==> src/rtl/axi_rd_arbiter.sv <==
// axi_rd_arbiter: shares one AXI AR/R channel between inst and data sram-like read ports.
// Define AXI_RD_ARB_RR_EN for round-robin grants; default is fixed data-over-inst priority.
module axi_rd_arbiter #(
    parameter int MAX_OUTS = 2
) (
    input  logic        aclk,
    input  logic        aresetn,
    input  logic        inst_req,
    input  logic [31:0] inst_addr,
    input  logic [1:0]  inst_size,
    output logic        inst_addr_ok,
    output logic        inst_data_ok,
    output logic [31:0] inst_rdata,
    input  logic        data_req,
    input  logic [31:0] data_addr,
    input  logic [1:0]  data_size,
    output logic        data_addr_ok,
    output logic        data_data_ok,
    output logic [31:0] data_rdata,
    input  logic        wr_pend,
    input  logic [31:0] wr_pend_addr,
    output logic [3:0]  arid,
    output logic [31:0] araddr,
    output logic [2:0]  arsize,
    output logic        arvalid,
    input  logic        arready,
    input  logic [3:0]  rid,
    input  logic [31:0] rdata,
    input  logic        rvalid,
    output logic        rready
);
    typedef enum logic {IDLE, AR_BUSY} state_t;
    state_t      state_q;
    logic [2:0]  cnt_inst_q, cnt_inst_d, cnt_data_q, cnt_data_d;
    logic        arvalid_q, rready_q;
    logic [3:0]  arid_q;
    logic [31:0] araddr_q;
    logic [2:0]  arsize_q;
    logic        inst_elig, data_elig, raw_hit, can_grant, gnt_inst, gnt_data;
    logic        ar_hs, r_hs;

    function automatic logic [2:0] cnt_next(input logic [2:0] c, input logic inc, input logic dec);
        return (inc && !dec) ? c + 3'd1 : (dec && !inc && c != 3'd0) ? c - 3'd1 : c;
    endfunction

    // Same 32-bit word as the pending write; byte-lane bits are masked off.
    assign raw_hit   = wr_pend && ((data_addr | 32'd3) == (wr_pend_addr | 32'd3));
    assign inst_elig = inst_req && cnt_inst_q < 3'(MAX_OUTS);
    assign data_elig = data_req && cnt_data_q < 3'(MAX_OUTS) && !raw_hit;
    assign can_grant = aresetn && state_q == IDLE;
`ifdef AXI_RD_ARB_RR_EN
    logic last_grant_q;
    assign gnt_data = can_grant && data_elig && (!inst_elig || !last_grant_q);
    always_ff @(posedge aclk) begin
        if (!aresetn) last_grant_q <= 1'b0;
        else if (gnt_inst || gnt_data) last_grant_q <= gnt_data;
    end
`else
    assign gnt_data = can_grant && data_elig;
`endif
    assign gnt_inst     = can_grant && inst_elig && !gnt_data;
    assign inst_addr_ok = gnt_inst;
    assign data_addr_ok = gnt_data;

    assign ar_hs        = arvalid_q && arready;
    assign r_hs         = rvalid && rready_q;
    assign inst_data_ok = r_hs && rid == 4'd0;
    assign data_data_ok = r_hs && rid == 4'd1;
    assign inst_rdata   = rdata;
    assign data_rdata   = rdata;
    assign cnt_inst_d   = cnt_next(cnt_inst_q, ar_hs && arid_q == 4'd0, inst_data_ok);
    assign cnt_data_d   = cnt_next(cnt_data_q, ar_hs && arid_q == 4'd1, data_data_ok);

    always_ff @(posedge aclk) begin
        if (!aresetn) begin
            state_q    <= IDLE;
            arvalid_q  <= 1'b0;
            arid_q     <= 4'd0;
            araddr_q   <= 32'd0;
            arsize_q   <= 3'd0;
            rready_q   <= 1'b0;
            cnt_inst_q <= 3'd0;
            cnt_data_q <= 3'd0;
        end else begin
            rready_q   <= 1'b1;
            cnt_inst_q <= cnt_inst_d;
            cnt_data_q <= cnt_data_d;
            if (gnt_inst || gnt_data) begin
                state_q   <= AR_BUSY;
                arvalid_q <= 1'b1;
                arid_q    <= {3'b000, gnt_data};
                araddr_q  <= gnt_data ? data_addr : inst_addr;
                arsize_q  <= {1'b0, gnt_data ? data_size : inst_size};
            end else if (ar_hs) begin
                state_q   <= IDLE;
                arvalid_q <= 1'b0;
            end
        end
    end

    assign arvalid = arvalid_q;
    assign arid    = arid_q;
    assign araddr  = araddr_q;
    assign arsize  = arsize_q;
    assign rready  = rready_q;
endmodule

==> config.mk <==
export PLATFORM = sky130hd
export DESIGN_NAME = axi_rd_arbiter
export DESIGN_NICKNAME = d
export VERILOG_FILES = /design/src/rtl/axi_rd_arbiter.sv
export SDC_FILE = /design/constraint.sdc
export NUM_CORES = 1
export LEC_CHECK = 0
export CORE_ASPECT_RATIO = 0.75
export CORE_MARGIN = 3
export CORE_UTILIZATION = 30
export DETAILED_ROUTE_END_ITERATION = 12
export PLACE_DENSITY = 0.85
export SLEW_MARGIN = 5
export SYNTH_ARGS = -nofsm -noshare
export SYNTH_HDL_FRONTEND = slang
export SYNTH_SLANG_ARGS = --single-unit
==> constraint.sdc <==
create_clock -name aclk -period 2.5 [get_ports aclk]
set_input_delay 0.25 -clock aclk [delete_from_list [all_inputs] [get_ports aclk]]
set_output_delay 0.25 -clock aclk [all_outputs]
set_load 0.005 [all_outputs]
==> impl_metrics.tcl, run 1 <==
set metrics [dict create \
    drt-wirelength-per-cell_microns 18.3 \
    grt_pass1_wl_microns 15600 \
    vias 2819 \
    post-dp-hpwl_microns 7890 \
    io_pins 252 \
    drv_cap 0 \
    fin_skew_ns 0.00687 \
    rsz0062_at_grt "false" \
    fillers 931 \
    grt_pass1_vias 3031 \
    clockBufferDepth 2 \
    die_x_microns 125 \
    drtIter0Drc 104 \
    root_buffer "clkbuf_16" \
    holdWs_ns 0.500 \
    start_kind "primary input" \
    initial_utilization_pct 31.9 \
    synthFlopType "dfxtp_1" \
    power.total_mw 2.17 \
    relSlewSlack_pct 57.3 \
    ant_nets 0 \
    hp-class "in -> out" \
    core_area_sq_mm 0.00997 \
    syn_to_final_growth_pct 44.1 \
    synth_cell_types 37 \
    ys_ff_latch 43 \
    r2r_slack_ns 0.41 \
    clock_latency_ns 0.29 \
    ys.warnings.count 0 \
    ff_latch_area_sq_um 861 \
    fmax_mhz 421 \
    drive_gt1_share_pct 14.4 \
    worstSetupPathType "in -> out" \
    synthCells 341 \
    route.detailed.drc 0 \
    tns_ns 0 \
    fin_crit_ns 2.38 \
    timing.rr.end "cnt_inst_q[1]$_SDFFE_PN0P_" \
    hold_depth 0 \
    wl_microns 10300 \
    power.density_mw_per_mm2 474 \
    status "finished clean" \
    tightest_slew_ns 0.640 \
    place_ws_ns -0.174 \
    async_flop_share_pct 0 \
    critPathArrivalTime_ns 2.13 \
    setup_slack_ns 0.124 \
    grt_max_degree 41 \
    setup_viol_count_final 0 \
    reg2reg_depth 8 \
    hold_violations 0 \
    netlist_area_sq_mm 0.00318 \
    required_ns 2.25 \
    insertedDiodeCount 0 \
    whs_endpoint "inst_rdata[25]" \
    fin_crit_sh_pct 95.0 \
    first_pass_iters 4 \
    min-delay-start "rdata[25]" \
    peakVddDrop_mv 0.197 \
    die-height_microns 95.1 \
    final_cells 564 \
    cts_setup_buffers 0 \
    syn_area_per_cell_sq_um 9.32 \
    fin_nets 576 \
    synth-edff-count 0 \
    clock_sinks 43 \
    cts_made_buffers 5 \
    slew_viol_final 0 \
    fin_util_pct 45.9 \
    grt_overflow_total 0 \
    crit_fanout 2 \
    cts_tree "built" \
    cts_htree_levels 2 \
    timing.rr.start "arvalid$_SDFFE_PN0P_" \
    leakage_nw 1.77 \
    antenna_found_initial 0 \
    place_area_sq_mm 0.00438 \
    place.gp.congestion 0.778 \
    critPathLaunch "data_addr[4]" \
    setup.worst_path.end_class "primary output" \
    die-area_sq_mm 0.0119 \
    portBuffers 149 \
    dp.cells 556 \
    yosysSeqAreaShare_pct 27.1 \
    design_area_sq_mm 0.00458 \
    grt_usage_pct 16.5 \
    rows 31 \
    vias_per_cell 5.00 \
    multi_input_area_sq_mm 0.00172 \
]
[layout make-up]
| type | instances | share of cell area [%] |
|---|---|---|
| multi-input cells | 206 | 37.5 |
| inverters | 5 | 0.410 |
| clock buffers | 5 | 2.73 |
| repair buffers | 170 | 36.0 |
| flip-flops and latches | 43 | 18.8 |
| clock inverters | 3 | 0.957 |
| well taps | 132 | 3.61 |
[how the worst max path moves through the flow]
stage,cells past startpoint,slack [ns],end
2_1_floorplan,9,0.50,cnt_inst_q[1]$_SDFFE_PN0P_
3_3_place_gp,8,-0.15,inst_addr_ok
3_5_place_dp,8,-0.17,inst_addr_ok
4_1_cts,7,0.08,data_addr_ok
5_1_grt,7,0.03,data_addr_ok
6_report,7,0.12,data_addr_ok
[worst max-delay path: stages]
cell and delay (ns):
clkdlybuf4s50_1 0.47, xnor2_2 0.23, nand4_1 0.16, nor4_4 0.31
a21o_2 0.19, inv_2 0.05, clkdlybuf4s50_1 0.46
[power breakdown]
group / switching (mW) / internal, mW / total (mW)
Sequential: 0.0371 / 0.745 / 0.782
Combinational: 0.242 / 0.390 / 0.632
Clock: 0.286 / 0.472 / 0.757
Total: 0.565 / 1.61 / 2.17
[placed cells by master, fill, tap and decap left out, drive strengths merged, types with 3 or more instances in the layout]
cell type      synthesis  layout
clkdlybuf4s50          0     148
mux2i                 34      34
xnor2                 30      30
clkbuf                 8       5
a21oi                  3       3
o21ai                  8       8
conb                   1       4
nand2                  8       8
nor2                  13      13
inv                    5       5
a211oi                70      70
dfxtp                 43      43
nand4                  8       8
nand3                  5       5
nor3                   3       3
buf                   82      21
[synth_stat cells (2+ instances only)]
library cell  number  area (sq um)
a211oi_2          20           250
nand2_1            8          30.0
o21ai_0            7          35.0
nor2_1            12          45.0
dfxtp_1           43           861
xnor2_1           30           263
a31oi_1            2          12.5
o311a_1            2          20.0
nand4_1            8          50.1
inv_1              4          15.0
fa_1               2          40.0
buf_2              8          40.0
and3_1             2          12.5
nor4_4             2          42.5
buf_6              2          22.5
mux2i_1           34           340
clkbuf_1           8          30.0
nor3_1             2          10.0
nand3_1            5          25.0
a21oi_1            3          15.0
buf_4             72           541
a211oi_1          50           375
[repair_timing]
action | CTS | global route
gates resized for setup | 5 | 0
setup endpoints to repair | 2 | 0
hold endpoints to repair | 0 | 0
hold buffers | 0 | 0
[routing by layer]
metal  global-route usage, %  wire [microns]  vias to the layer above  part of all wire [%]
met3                    5.82             826                       14                   8.0
li1                        -               -                     1349                     -
met2                    29.0            5030                      142                    49
met5                       0               0                        -                     0
met1                    20.0            4410                     1314                    43
met4                    2.98              72                        0                  0.70
[registers in the layout (all words and copies together), names as in the netlist]
| name | cells |
|---|---|
| rready | 1 |
| cnt_data_q | 3 |
| araddr | 32 |
| arvalid | 1 |
| arsize | 2 |
| arid | 1 |
| cnt_inst_q | 3 |
[logic make-up (layout without fill, tap and decap cells)]
| logic type | Yosys count | count (layout) | synth area share [%] |
|---|---|---|---|
| AOI/OAI and AO/OA | 89 | 89 | 23.4 |
| xor gates and xnor gates | 30 | 30 | 8.27 |
| adders and majority gates | 2 | 2 | 1.26 |
| buffers and inverters | 95 | 183 | 20.5 |
| DFF | 43 | 43 | 27.1 |
| muxes | 34 | 34 | 10.7 |
| other | 1 | 4 | 0.118 |
| and+or+nand+nor | 47 | 47 | 8.67 |
Power figures use the tool's default switching activity.
==> inputs of run 2 (changes only) <==
CELL_PAD_IN_SITES_DETAIL_PLACEMENT = 2   (was default)
CELL_PAD_IN_SITES_GLOBAL_PLACEMENT = 2   (was default)
CORE_UTILIZATION = 17   (was 30)
PLACE_DENSITY = 0.91   (was 0.85)
==> run 2 against run 1 <==
Against the previous run: flip-flop and latch count unchanged; sequential share of layout area shrank 0.70 points; fmax grew 0.39%; critical path depth down 2; first-iteration DRC count down 32%; clock power fell by 3.3%.
==> impl_metrics.tcl, run 2 (synthesized netlist as in run 1, its figures left out) <==
set metrics [dict create \
    cts_htree_levels 2 \
    setup.worst_path.end_class "primary output" \
    reg2reg_depth 8 \
    portBuffers 149 \
    initial_utilization_pct 17.7 \
    ff_latch_area_sq_um 861 \
    fin_skew_ns 0.00669 \
    seq_power_share_pct 35.9 \
    slowest_stage "clkdlybuf4s50_1" \
    cts_made_buffers 5 \
    die-height_microns 124 \
    die-area_sq_mm 0.0204 \
    vias_per_cell 4.30 \
    leakage_nw 1.82 \
    min-delay-start "rdata[2]" \
    drt-wirelength-per-cell_microns 20.2 \
    layout_commonest_cell "clkdlybuf4s50_1" \
    power.density_mw_per_mm2 459 \
    io_pins 252 \
    start_kind "primary input" \
    hold_buffers 0 \
    ant_nets 0 \
    drv_cap 0 \
    insertedDiodeCount 0 \
    tightest_slew_ns 0.691 \
    grt_max_degree 41 \
    slowest_delay_ns 0.51 \
    vias 2913 \
    status "finished clean" \
    post-dp-hpwl_microns 10700 \
    largest_register_ffs 32 \
    first_pass_iters 3 \
    critPathCapture "data_data_ok" \
    rsz0062_at_grt "false" \
    worstSetupPathType "in -> out" \
    clockBufferDepth 2 \
    crit_path_cell_trace "clkdlybuf4s50_1 -> nor4b_1 -> and3_1 -> buf_4 -> clkdlybuf4s50_1" \
    route.detailed.drc 0 \
    critPathArrivalTime_ns 2.12 \
    grt.met2_usage_pct 24.1 \
    pwr-share-clk_pct 33.6 \
    grt_pass1_vias 3479 \
    p_sw_mw 0.615 \
    multi_input_area_sq_mm 0.00174 \
    netSwitchingFraction_pct 28.2 \
    grt_overflow_total 0 \
    final_cell_mix "clkdlybuf4s50_1 (144), a211oi_1 (50), dfxtp_1 (43), mux2i_1 (34), buf_4 (24)" \
    p_int_mw 1.57 \
    clock_latency_ns 0.30 \
    relSlewSlack_pct 54.0 \
    root_buffer "clkbuf_16" \
    place.gp.congestion 0.718 \
    power.total_mw 2.18 \
    crit_fanout 4 \
    fmax_mhz 423 \
    fin_crit_sh_pct 94.7 \
    timing.rr.end "cnt_inst_q[1]$_SDFFE_PN0P_" \
    final_cells 677 \
    tns_ns 0 \
    die_x_microns 164 \
    path_common_cell "clkdlybuf4s50_1" \
    rows 42 \
    grt.met1_usage_pct 15.4 \
    required_ns 2.25 \
    clock_sinks 43 \
    fin_nets 579 \
    combPwrFrac_pct 30.6 \
    dp.cells 669 \
    top_usage_layer "met2" \
    r2r_slack_ns 0.43 \
    peakVddDrop_mv 0.201 \
    grt_usage_pct 13.6 \
    syn_to_final_growth_pct 49.7 \
    slew_viol_final 0 \
    grtUsageMet3_pct 4.45 \
    wl_microns 13700 \
    grt_pass1_wl_microns 20900 \
    drtIter0Drc 71 \
    setup_viol_count_final 0 \
    fillers 2051 \
    drive_gt1_share_pct 15.6 \
    holdWs_ns 0.500 \
    hp-class "in -> out" \
    core_area_sq_mm 0.0180 \
    hold_violations 0 \
    antenna_found_initial 0 \
    cts_tree "built" \
    critPathLaunch "rvalid" \
    timing.rr.start "arvalid$_SDFFE_PN0P_" \
    fin_crit_ns 2.37 \
]
[run 2: critical path, delay by kind of cell]
family	cells	cell delay [ns]
simple gates	2	0.72
buf+inv	3	1.15
[run 2: what timing repair did]
| action | in CTS | in global routing |
|---|---|---|
| setup endpoints to repair | 2 | 1 |
| gates cloned | 0 | 0 |
| pin swaps | 3 | 4 |
| endpoints found under the hold margin | 0 | 0 |
| resized for setup | 8 | 4 |
| buffers inserted | 0 | 0 |
[run 2: metrics by stage]
step / utilization [%] / worst slack, ns / cell area, sq um
2_1_floorplan: - / 0.498 / 3190
4_1_cts: 26.3 / 0.107 / 4730
5_1_grt: 26.5 / 0.0185 / 4750
3_5_place_dp: 25.3 / -0.308 / 4540
6_report: 26.5 / 0.134 / 4750
3_3_place_gp: 25.3 / -0.325 / 4540
[run 2: metal layers]
metal | vias to the layer above | wire (microns)
met4 | 0 | 257
met1 | 1426 | 5670
met2 | 109 | 6870
li1 | 1357 | -
met3 | 21 | 898
met5 | - | 0
[run 2: worst min-delay path by stage]
| stage | to | depth (start not counted) |
|---|---|---|
| global placement | cnt_data_q[2]$_SDFFE_PN0P_ | 1 |
| CTS | data_rdata[10] | 0 |
| detailed placement | data_rdata[10] | 0 |
| global route | inst_rdata[27] | 0 |
| finish | data_rdata[2] | 0 |
| floorplan | rready$_DFF_P_ | 0 |
[run 2: power by group through the flow]
stage	Sequential [mW]	Clock, mW	Combinational [mW]
finish	0.782	0.732	0.667
detailed placement	0.799	0	0.673
floorplan	0.796	0	0.339
global placement	0.793	0	0.650
CTS	0.783	0.772	0.681
global route	0.793	0.804	0.724
[run 2: layout make-up]
| type | instances | share of cell area [%] |
|---|---|---|
| inverters | 5 | 0.395 |
| clock inverters | 1 | 0.158 |
| clock buffers | 7 | 3.21 |
| well taps | 242 | 6.37 |
| repair buffers | 173 | 35.2 |
| multi-input cells | 206 | 36.6 |
| flip-flops and latches | 43 | 18.1 |
